`src/rtl/encoder_pkg.sv`:
```
// Shared types and helpers for the 16-to-4 encoder.
//   ENC_IN_W / ENC_OUT_W : request-vector and index widths
//   enc_vec_t / enc_idx_t: request vector and binary index types
//   idx_bit_mask(k)      : request positions whose index has bit k set
package encoder_pkg;

    localparam int unsigned ENC_IN_W  = 16;
    localparam int unsigned ENC_OUT_W = 4;

    typedef logic [ENC_IN_W-1:0]  enc_vec_t;
    typedef logic [ENC_OUT_W-1:0] enc_idx_t;

    // Mask of input positions i where bit k of i is 1; ORing the masked
    // request gives bit k of the index for a one-hot input.
    function automatic enc_vec_t idx_bit_mask(input int unsigned k);
        enc_vec_t m;
        m = '0;
        for (int unsigned i = 0; i < ENC_IN_W; i++) begin
            m[i] = (((i >> k) & 32'd1) != 32'd0);
        end
        return m;
    endfunction

endpackage

```
`src/rtl/encoder_16x4_core.sv`:
```
// Combinational core of the 16-to-4 encoder.
//   in    : request vector
//   idx   : index of the selected set bit (0 when in is zero)
//   any   : at least one bit of in is set
//   multi : two or more bits of in are set
//   PRIO_MSB selects highest (1) or lowest (0) set bit on multi-hot input.
module encoder_16x4_core
    import encoder_pkg::*;
#(
    parameter bit PRIO_MSB = 1'b1
) (
    input  logic [ENC_IN_W-1:0]  in,
    output logic [ENC_OUT_W-1:0] idx,
    output logic                 any,
    output logic                 multi
);

    enc_idx_t onehot_idx;
    enc_idx_t prio_idx;
    logic     seen;
    logic     multi_hot;

    // One-hot encode: each index bit is an OR over a fixed set of inputs.
    always_comb begin
        onehot_idx = '0;
        for (int unsigned k = 0; k < ENC_OUT_W; k++) begin
            onehot_idx[k] = |(in & idx_bit_mask(k));
        end
    end

    // Priority select; the last match in scan order wins.
    always_comb begin
        prio_idx = '0;
        if (PRIO_MSB) begin
            for (int unsigned i = 0; i < ENC_IN_W; i++) begin
                if (in[i]) prio_idx = ENC_OUT_W'(i);
            end
        end else begin
            for (int i = int'(ENC_IN_W) - 1; i >= 0; i--) begin
                if (in[i]) prio_idx = ENC_OUT_W'(i);
            end
        end
    end

    // At-least-two detect: a set bit seen after an earlier set bit.
    always_comb begin
        seen      = 1'b0;
        multi_hot = 1'b0;
        for (int unsigned i = 0; i < ENC_IN_W; i++) begin
            multi_hot = multi_hot | (seen & in[i]);
            seen      = seen | in[i];
        end
    end

    assign any   = |in;
    assign multi = multi_hot;
    // The OR encoder is exact for one-hot and zero inputs; priority only
    // matters once more than one bit is set.
    assign idx   = multi_hot ? prio_idx : onehot_idx;

endmodule

```
`src/rtl/encoder_16x4.sv`:
```
// Registered 16-to-4 binary encoder.
//   clk   : rising-edge clock
//   rst   : asynchronous active-high reset
//   en    : capture enable; outputs hold when low
//   in    : one-hot request vector
//   out   : registered index of the selected set bit
//   valid : registered, captured input had any bit set
//   multi : registered, captured input had two or more bits set
module encoder_16x4
    import encoder_pkg::*;
#(
    parameter bit PRIO_MSB = 1'b1,
    localparam int unsigned IN_W  = ENC_IN_W,
    localparam int unsigned OUT_W = ENC_OUT_W
) (
    input  logic             clk,
    input  logic             rst,
    input  logic             en,
    input  logic [IN_W-1:0]  in,
    output logic [OUT_W-1:0] out,
    output logic             valid,
    output logic             multi
);

    enc_idx_t idx_c;
    logic     any_c;
    logic     multi_c;

    encoder_16x4_core #(
        .PRIO_MSB (PRIO_MSB)
    ) u_core (
        .in    (in),
        .idx   (idx_c),
        .any   (any_c),
        .multi (multi_c)
    );

    // Output registers; reset wins over enable.
    always_ff @(posedge clk or posedge rst) begin
        if (rst) begin
            out   <= '0;
            valid <= 1'b0;
            multi <= 1'b0;
        end else if (en) begin
            out   <= idx_c;
            valid <= any_c;
            multi <= multi_c;
        end
    end

endmodule

```
`config.mk`:
```
export PLATFORM = sky130hd
export DESIGN_NAME = encoder_16x4
export DESIGN_NICKNAME = d
export VERILOG_FILES = /design/src/rtl/encoder_pkg.sv /design/src/rtl/encoder_16x4_core.sv /design/src/rtl/encoder_16x4.sv
export SDC_FILE = /design/constraint.sdc
export NUM_CORES = 1
export LEC_CHECK = 0
export CAP_MARGIN = 20
export CORE_MARGIN = 2
export CORE_UTILIZATION = 26
export CTS_CLUSTER_SIZE = 10
export DETAILED_ROUTE_END_ITERATION = 6
export PLACE_DENSITY = 0.54
export SYNTH_ARGS = -nofsm -noshare
export SYNTH_HDL_FRONTEND = slang
export SYNTH_SLANG_ARGS = --single-unit
```
`constraint.sdc`:
```
create_clock -name clk -period 2.35 [get_ports clk]
set_clock_uncertainty 0.2 [all_clocks]
set_input_delay 0.47 -clock clk [delete_from_list [all_inputs] [get_ports clk]]
set_output_delay 0.47 -clock clk [all_outputs]
set_load 0.005 [all_outputs]
```
==> impl_metrics.env, run 1 <==
export IMPL_postLayoutCoreUtil=0.5244
export IMPL_die_w_um=50.38
export IMPL_ant_nets=0
export IMPL_route_detailed_drc=0
export IMPL_worstPathArrival_ns=2.23
export IMPL_drt_first_pass_iters=4
export IMPL_syn_avg_cell_area_um2=7.457
export IMPL_final_min_clock_period_ns=2.308
export IMPL_cp_required_ns=2.27
export IMPL_syn_area_um2=559.3
export IMPL_ir_drop_v=0.0002913
export IMPL_multi_input_area_um2=414.1
export IMPL_worst_path_max_delay_cell="clkdlybuf4s50_1"
export IMPL_grt_pass1_wl_mm=3.015
export IMPL_initial_core_util=0.2794
export IMPL_grt_usage=0.1561
export IMPL_placeableCoreArea_um2=2002
export IMPL_synth_commonest_cells="12 x nor2_1, 6 x dfrtp_1, 6 x nor3_1"
export IMPL_htree_num_levels=1
export IMPL_grtUsageMet2=0.2412
export IMPL_drive_gt1_frac=0.2927
export IMPL_finalCritPeriodShare=0.9823
export IMPL_crit_type="input pin to flip-flop"
export IMPL_cp_common_cell="a211oi_2"
export IMPL_cts_root_buf="clkbuf_4"
export IMPL_cp_end_kind="flip-flop"
export IMPL_swShare=0.2923
export IMPL_die_height_um=50.38
export IMPL_path_cells="clkdlybuf4s50_1 > nor4_4 > nand3b_1 > a211oi_2 > and4_4 > and4_2 > a211oi_2"
export IMPL_finalHoldViolCount=0
export IMPL_max_slew_worst_pin_slew_ns=0.3555
export IMPL_maxCapViolations=0
export IMPL_ys_flop_type="dfrtp_1"
export IMPL_die_area_um2=2538
export IMPL_synth_cell_types=29
export IMPL_fin_nets=144
export IMPL_met1_usage=0.2143
export IMPL_p_sw_mw=0.09805
export IMPL_clk_latency_ns=0.25
export IMPL_clk_pin_slew_ns=0.05
export IMPL_drtIter0Drc=23
export IMPL_nFillCells=199
export IMPL_gp_congestion=0.7817
export IMPL_vias=749
export IMPL_ys_ff_latch=6
export IMPL_synth_most_common_cell="nor2_1"
export IMPL_power_mw=0.3354
export IMPL_io_pins=25
export IMPL_overflow=0
export IMPL_seq_area_frac_synth=0.2685
export IMPL_powerDensity_nw_per_um2=319.5
export IMPL_cts_buffer_depth=2
export IMPL_grt_busiest_layer="met2"
export IMPL_grt_use_met3=0.05060
export IMPL_power_frac_clock=0.286
export IMPL_fmax_mhz=433.2
export IMPL_cts_buffers=3
export IMPL_startpoint_type="input pin"
export IMPL_dp_cells=146
export IMPL_vias_per_cell=4.993
export IMPL_dp_hpwl_mm=1.548
export IMPL_fin_tns_setup_ns=0
export IMPL_clock_sinks=6
export IMPL_pwr_share_comb=0.388
export IMPL_synth_cells=75
export IMPL_synth_top_area_frac=0.2685
export IMPL_intPower_mw=0.2374
export IMPL_slew_viol_final=0
export IMPL_num_rows=16
export IMPL_yosysTopAreaCell="dfrtp_1"
export IMPL_power_leakage_nw=0.4049
export IMPL_cp_max_fo=5
export IMPL_grt_max_degree=10
export IMPL_wirelength_mm=1.918
export IMPL_syn2layout_area_growth_pct=87.70
export IMPL_finalSetupViolCount=0
export IMPL_cp_slowest_stage_delay_ns=0.46
export IMPL_grt_pass1_vias=712
export IMPL_portBuffers=24
export IMPL_avgRoutedWirePerCell_um=12.79
export IMPL_p_seq_frac=0.326
export IMPL_mappedNetlistNets=94
export IMPL_tritoncts="built"
export IMPL_fin_cells=150
export IMPL_synth_edf_count=0
export IMPL_slew_headroom=0.7612
export IMPL_seqCellArea_um2=150.1
export IMPL_async_reset_ff_frac=1.000
export IMPL_antenna_found_initial=0
export IMPL_hold_path_class="input pin to asynchronous set/reset pin"
export IMPL_yosys_warnings=0
export IMPL_synth_area_leaders="dfrtp_1 27%, nor2_1 8.1%, nor3_1 5.4%"
export IMPL_n_antenna_cell=0
export IMPL_holdBufCountCts=0
export IMPL_outcome="finished clean"
## flip-flops by register name, summed over array words and instances (netlist names)
name   count
out        4
multi      1
valid      1
## through the flow
step	setup slack [ns]	instance area, um^2	hold slack (ns)
2_1_floorplan	0.3537	559.3	0.06096
3_3_place_gp	-0.2603	991.0	0.2645
3_5_place_dp	-0.3113	991.0	0.2745
4_1_cts	0.02380	1026	0.2360
5_1_grt	-0.003186	1050	0.2635
6_report	0.04151	1050	0.2348
## path summary, 6_finish.rpt
kind,slack [ns],to,start,cells past startpoint
worst max-delay path,0.04,out[0]$_DFFE_PP0P_,in[0],7
worst min-delay path,0.23,out[1]$_DFFE_PP0P_,rst,2
max in group asynchronous,1.52,out[2]$_DFFE_PP0P_,rst,2
worst min register to register,0.28,out[3]$_DFFE_PP0P_,out[3]$_DFFE_PP0P_,1
min in group clk,0.28,out[3]$_DFFE_PP0P_,out[3]$_DFFE_PP0P_,1
worst max register to register,1.48,out[0]$_DFFE_PP0P_,out[0]$_DFFE_PP0P_,2
## critical path: cells and delay by family
kind                   cells  cell delay (ns)
AO/OA/AOI/OAI              2             0.29
buffers and inverters      1             0.46
AND/OR/NAND/NOR            4             1.01
## power by group through the flow
stage / sequential (mW) / combinational, mW / clock [mW]
floorplan: 0.111 / 0.0355 / 0
global placement: 0.111 / 0.124 / 0
detailed placement: 0.111 / 0.125 / 0
CTS: 0.110 / 0.127 / 0.0998
global route: 0.110 / 0.140 / 0.111
finish: 0.109 / 0.130 / 0.0959
## routing by layer
metal  wire (um)  share of wire
met1         950           0.50
met2         857           0.45
met3         110          0.057
met4           0              0
met5           0              0
## final cells by class
class	count	share of cell area
multi-input cells	63	0.3945
repair buffers	47	0.3945
flip-flops and latches	6	0.1430
well taps	27	0.03218
clock buffers	3	0.02145
inverters	4	0.01430
## kinds of logic after synthesis
family | count (synthesis) | synth area share
buffers and inverters | 6 | 0.04027
DFF | 6 | 0.2684
AOI/OAI and AO/OA | 26 | 0.3154
and+or+nand+nor | 37 | 0.3759
## cells in the final DEF (no fill, tap or decap), types with 2 or more instances in the layout
master           synthesis  final
clkbuf_4                 0      3
clkdlybuf4s50_1          0     22
nor4_1                   3      3
o21ai_0                  5      5
buf_4                    0     23
o31ai_1                  3      2
inv_1                    4      4
a22oi_1                  3      3
a211oi_2                 1      2
a221oi_2                 0      2
dfrtp_1                  6      6
a21oi_1                  5      5
nand2_1                  5      5
nor2_1                  12     12
nor3_1                   6      6
## timing repair
| action | 4_1_cts | 5_1_grt |
|---|---|---|
| setup buffers | 1 | 0 |
| resized for setup | 2 | 5 |
| pin swaps | 1 | 3 |
| endpoints found under the setup margin | 1 | 3 |
No activity file was read; power rests on OpenSTA's default activity.
==> inputs of run 2 (changes only) <==
- DONT_BUFFER_PORTS: not set -> 1
- PLACE_DENSITY: 0.54 -> 0.39
==> run 2 against run 1 <==
  * Core utilization down 22 points
  * Combinational power is 70% lower
  * Worst hold slack got worse by 0.14 ns
  * Total power fell by 27%
  * Die area did not move
  * Final area fell by 41%
  * Count of clock-buffer cells in the layout did not move
  * Critical path depth shrank 1
==> impl_metrics.env, run 2 (synthesis results as in run 1) <==
export IMPL_clk_pin_slew_ns=0.05
export IMPL_p_sw_mw=0.06158
export IMPL_vias_per_cell=5.913
export IMPL_hold_path_class="input pin to flip-flop"
export IMPL_dp_cells=100
export IMPL_ant_nets=0
export IMPL_cp_buffers_inverters=0
export IMPL_die_area_um2=2538
export IMPL_htree_num_levels=1
export IMPL_die_height_um=50.38
export IMPL_cts_resized=0
export IMPL_swShare=0.2507
export IMPL_holdBufCountCts=1
export IMPL_wl_met3_um=198
export IMPL_clk_latency_ns=0.25
export IMPL_grt_usage=0.1447
export IMPL_wirelength_mm=1.667
export IMPL_cp_max_fo=6
export IMPL_drt_first_pass_iters=4
export IMPL_rsz0062_at_grt="no"
export IMPL_cp_required_ns=2.28
export IMPL_cts_root_buf="clkbuf_4"
export IMPL_vias=615
export IMPL_pwr_share_comb=0.160
export IMPL_top_register="out"
export IMPL_route_detailed_drc=0
export IMPL_crit_type="input pin to flip-flop"
export IMPL_antenna_found_initial=0
export IMPL_critical_path_top_delay_family="simple AND/OR/NAND/NOR gates"
export IMPL_drtIter0Drc=13
export IMPL_reg_top3="out: 4 flops, multi: 1 flops, valid: 1 flops"
export IMPL_portBuffers=0
export IMPL_slew_headroom=0.7475
export IMPL_die_w_um=50.38
export IMPL_worstPathArrival_ns=1.78
export IMPL_power_frac_clock=0.392
export IMPL_num_rows=16
export IMPL_io_pins=25
export IMPL_intPower_mw=0.1840
export IMPL_p_seq_frac=0.448
export IMPL_startpoint_type="input pin"
export IMPL_syn2layout_area_growth_pct=10.51
export IMPL_wl_met2_um=772
export IMPL_fin_cells=104
export IMPL_wl_met1_um=696
export IMPL_final_min_clock_period_ns=1.851
export IMPL_postLayoutCoreUtil=0.3088
export IMPL_power_mw=0.2456
export IMPL_overflow=0
export IMPL_gp_congestion=0.7607
export IMPL_top_layer_used="met3"
export IMPL_fin_nets=98
export IMPL_ir_drop_v=0.0002238
export IMPL_layout_commonest_cell="nor2_1"
export IMPL_placeableCoreArea_um2=2002
export IMPL_cp_end_kind="flip-flop"
export IMPL_grt_pass1_wl_mm=2.794
export IMPL_cts_buffer_depth=2
export IMPL_powerDensity_nw_per_um2=397.4
export IMPL_max_slew_worst_pin_slew_ns=0.3753
export IMPL_dp_hpwl_mm=1.328
export IMPL_finalCritPeriodShare=0.7877
export IMPL_cp_slowest_stage_delay_ns=0.37
export IMPL_finalSetupViolCount=0
export IMPL_tritoncts="built"
export IMPL_fin_tns_setup_ns=0
export IMPL_layout_common_cells="12 x nor2_1, 6 x nor3_1, 6 x dfrtp_1"
export IMPL_initial_core_util=0.2794
export IMPL_n_antenna_cell=0
export IMPL_grt_pass1_vias=559
export IMPL_avgRoutedWirePerCell_um=16.03
export IMPL_largest_reg_flops=4
export IMPL_slew_viol_final=0
export IMPL_maxCapViolations=0
export IMPL_power_leakage_nw=0.1837
export IMPL_finalHoldViolCount=0
export IMPL_cts_buffers=3
export IMPL_post_cts_buffers=0
export IMPL_worst_path_max_delay_cell="nor4_4"
export IMPL_grt_max_degree=12
export IMPL_drive_gt1_frac=0.1039
export IMPL_clock_sinks=6
export IMPL_fmax_mhz=540.2
export IMPL_path_cells="nor4_4 > nand3_1 > o31ai_1 > and4_4 > and4_2 > a211oi_2"
export IMPL_outcome="finished clean"
==> run 2: layout make-up <==
cell class              instances  area [um^2]
fillers                       217         1384
multi-input cells              63        386.6
flip-flops and latches          6        150.1
well taps                      27        33.78
clock buffers                   3        22.52
inverters                       4        15.01
repair buffers                  1        10.01
==> run 2: metal layers <==
metal / GRT usage / up-vias
li1: - / 297
met1: 0.1920 / 289
met2: 0.1996 / 29
met3: 0.08929 / 0
met4: 0.02703 / 0
met5: 0 / -
==> run 2: worst paths after layout <==
path | slack, ns | start | endpoint | depth (start not counted)
setup / recovery | 0.50 | in[4] | out[0]$_DFFE_PP0P_ | 6
hold / removal | 0.1 | en | out[0]$_DFFE_PP0P_ | 1
setup reg to reg | 1.45 | valid$_DFFE_PP0P_ | valid$_DFFE_PP0P_ | 1
hold reg to reg | 0.31 | out[3]$_DFFE_PP0P_ | out[3]$_DFFE_PP0P_ | 1
max in group asynchronous | 1.39 | rst | out[3]$_DFFE_PP0P_ | 2
min in group asynchronous | 0.37 | rst | multi$_DFFE_PP0P_ | 2
==> run 2: stage by stage <==
stage / instance area [um^2] / worst slack (ns) / hold slack (ns)
floorplan: 559.3 / 0.3537 / 0.06096
global placement: 585.6 / 0.2613 / 0.09205
detailed placement: 585.6 / 0.2234 / 0.09133
CTS: 618.1 / 0.4920 / 0.09311
global route: 618.1 / 0.3924 / 0.07615
finish: 618.1 / 0.4989 / 0.09899
==> run 2: power by group through the flow <==
stage | registers [mW] | clock network [mW] | logic, mW
floorplan | 0.111 | 0 | 0.0355
global placement | 0.112 | 0 | 0.0393
detailed placement | 0.112 | 0 | 0.0380
CTS | 0.110 | 0.100 | 0.0397
global route | 0.110 | 0.111 | 0.0447
finish | 0.110 | 0.0962 | 0.0393
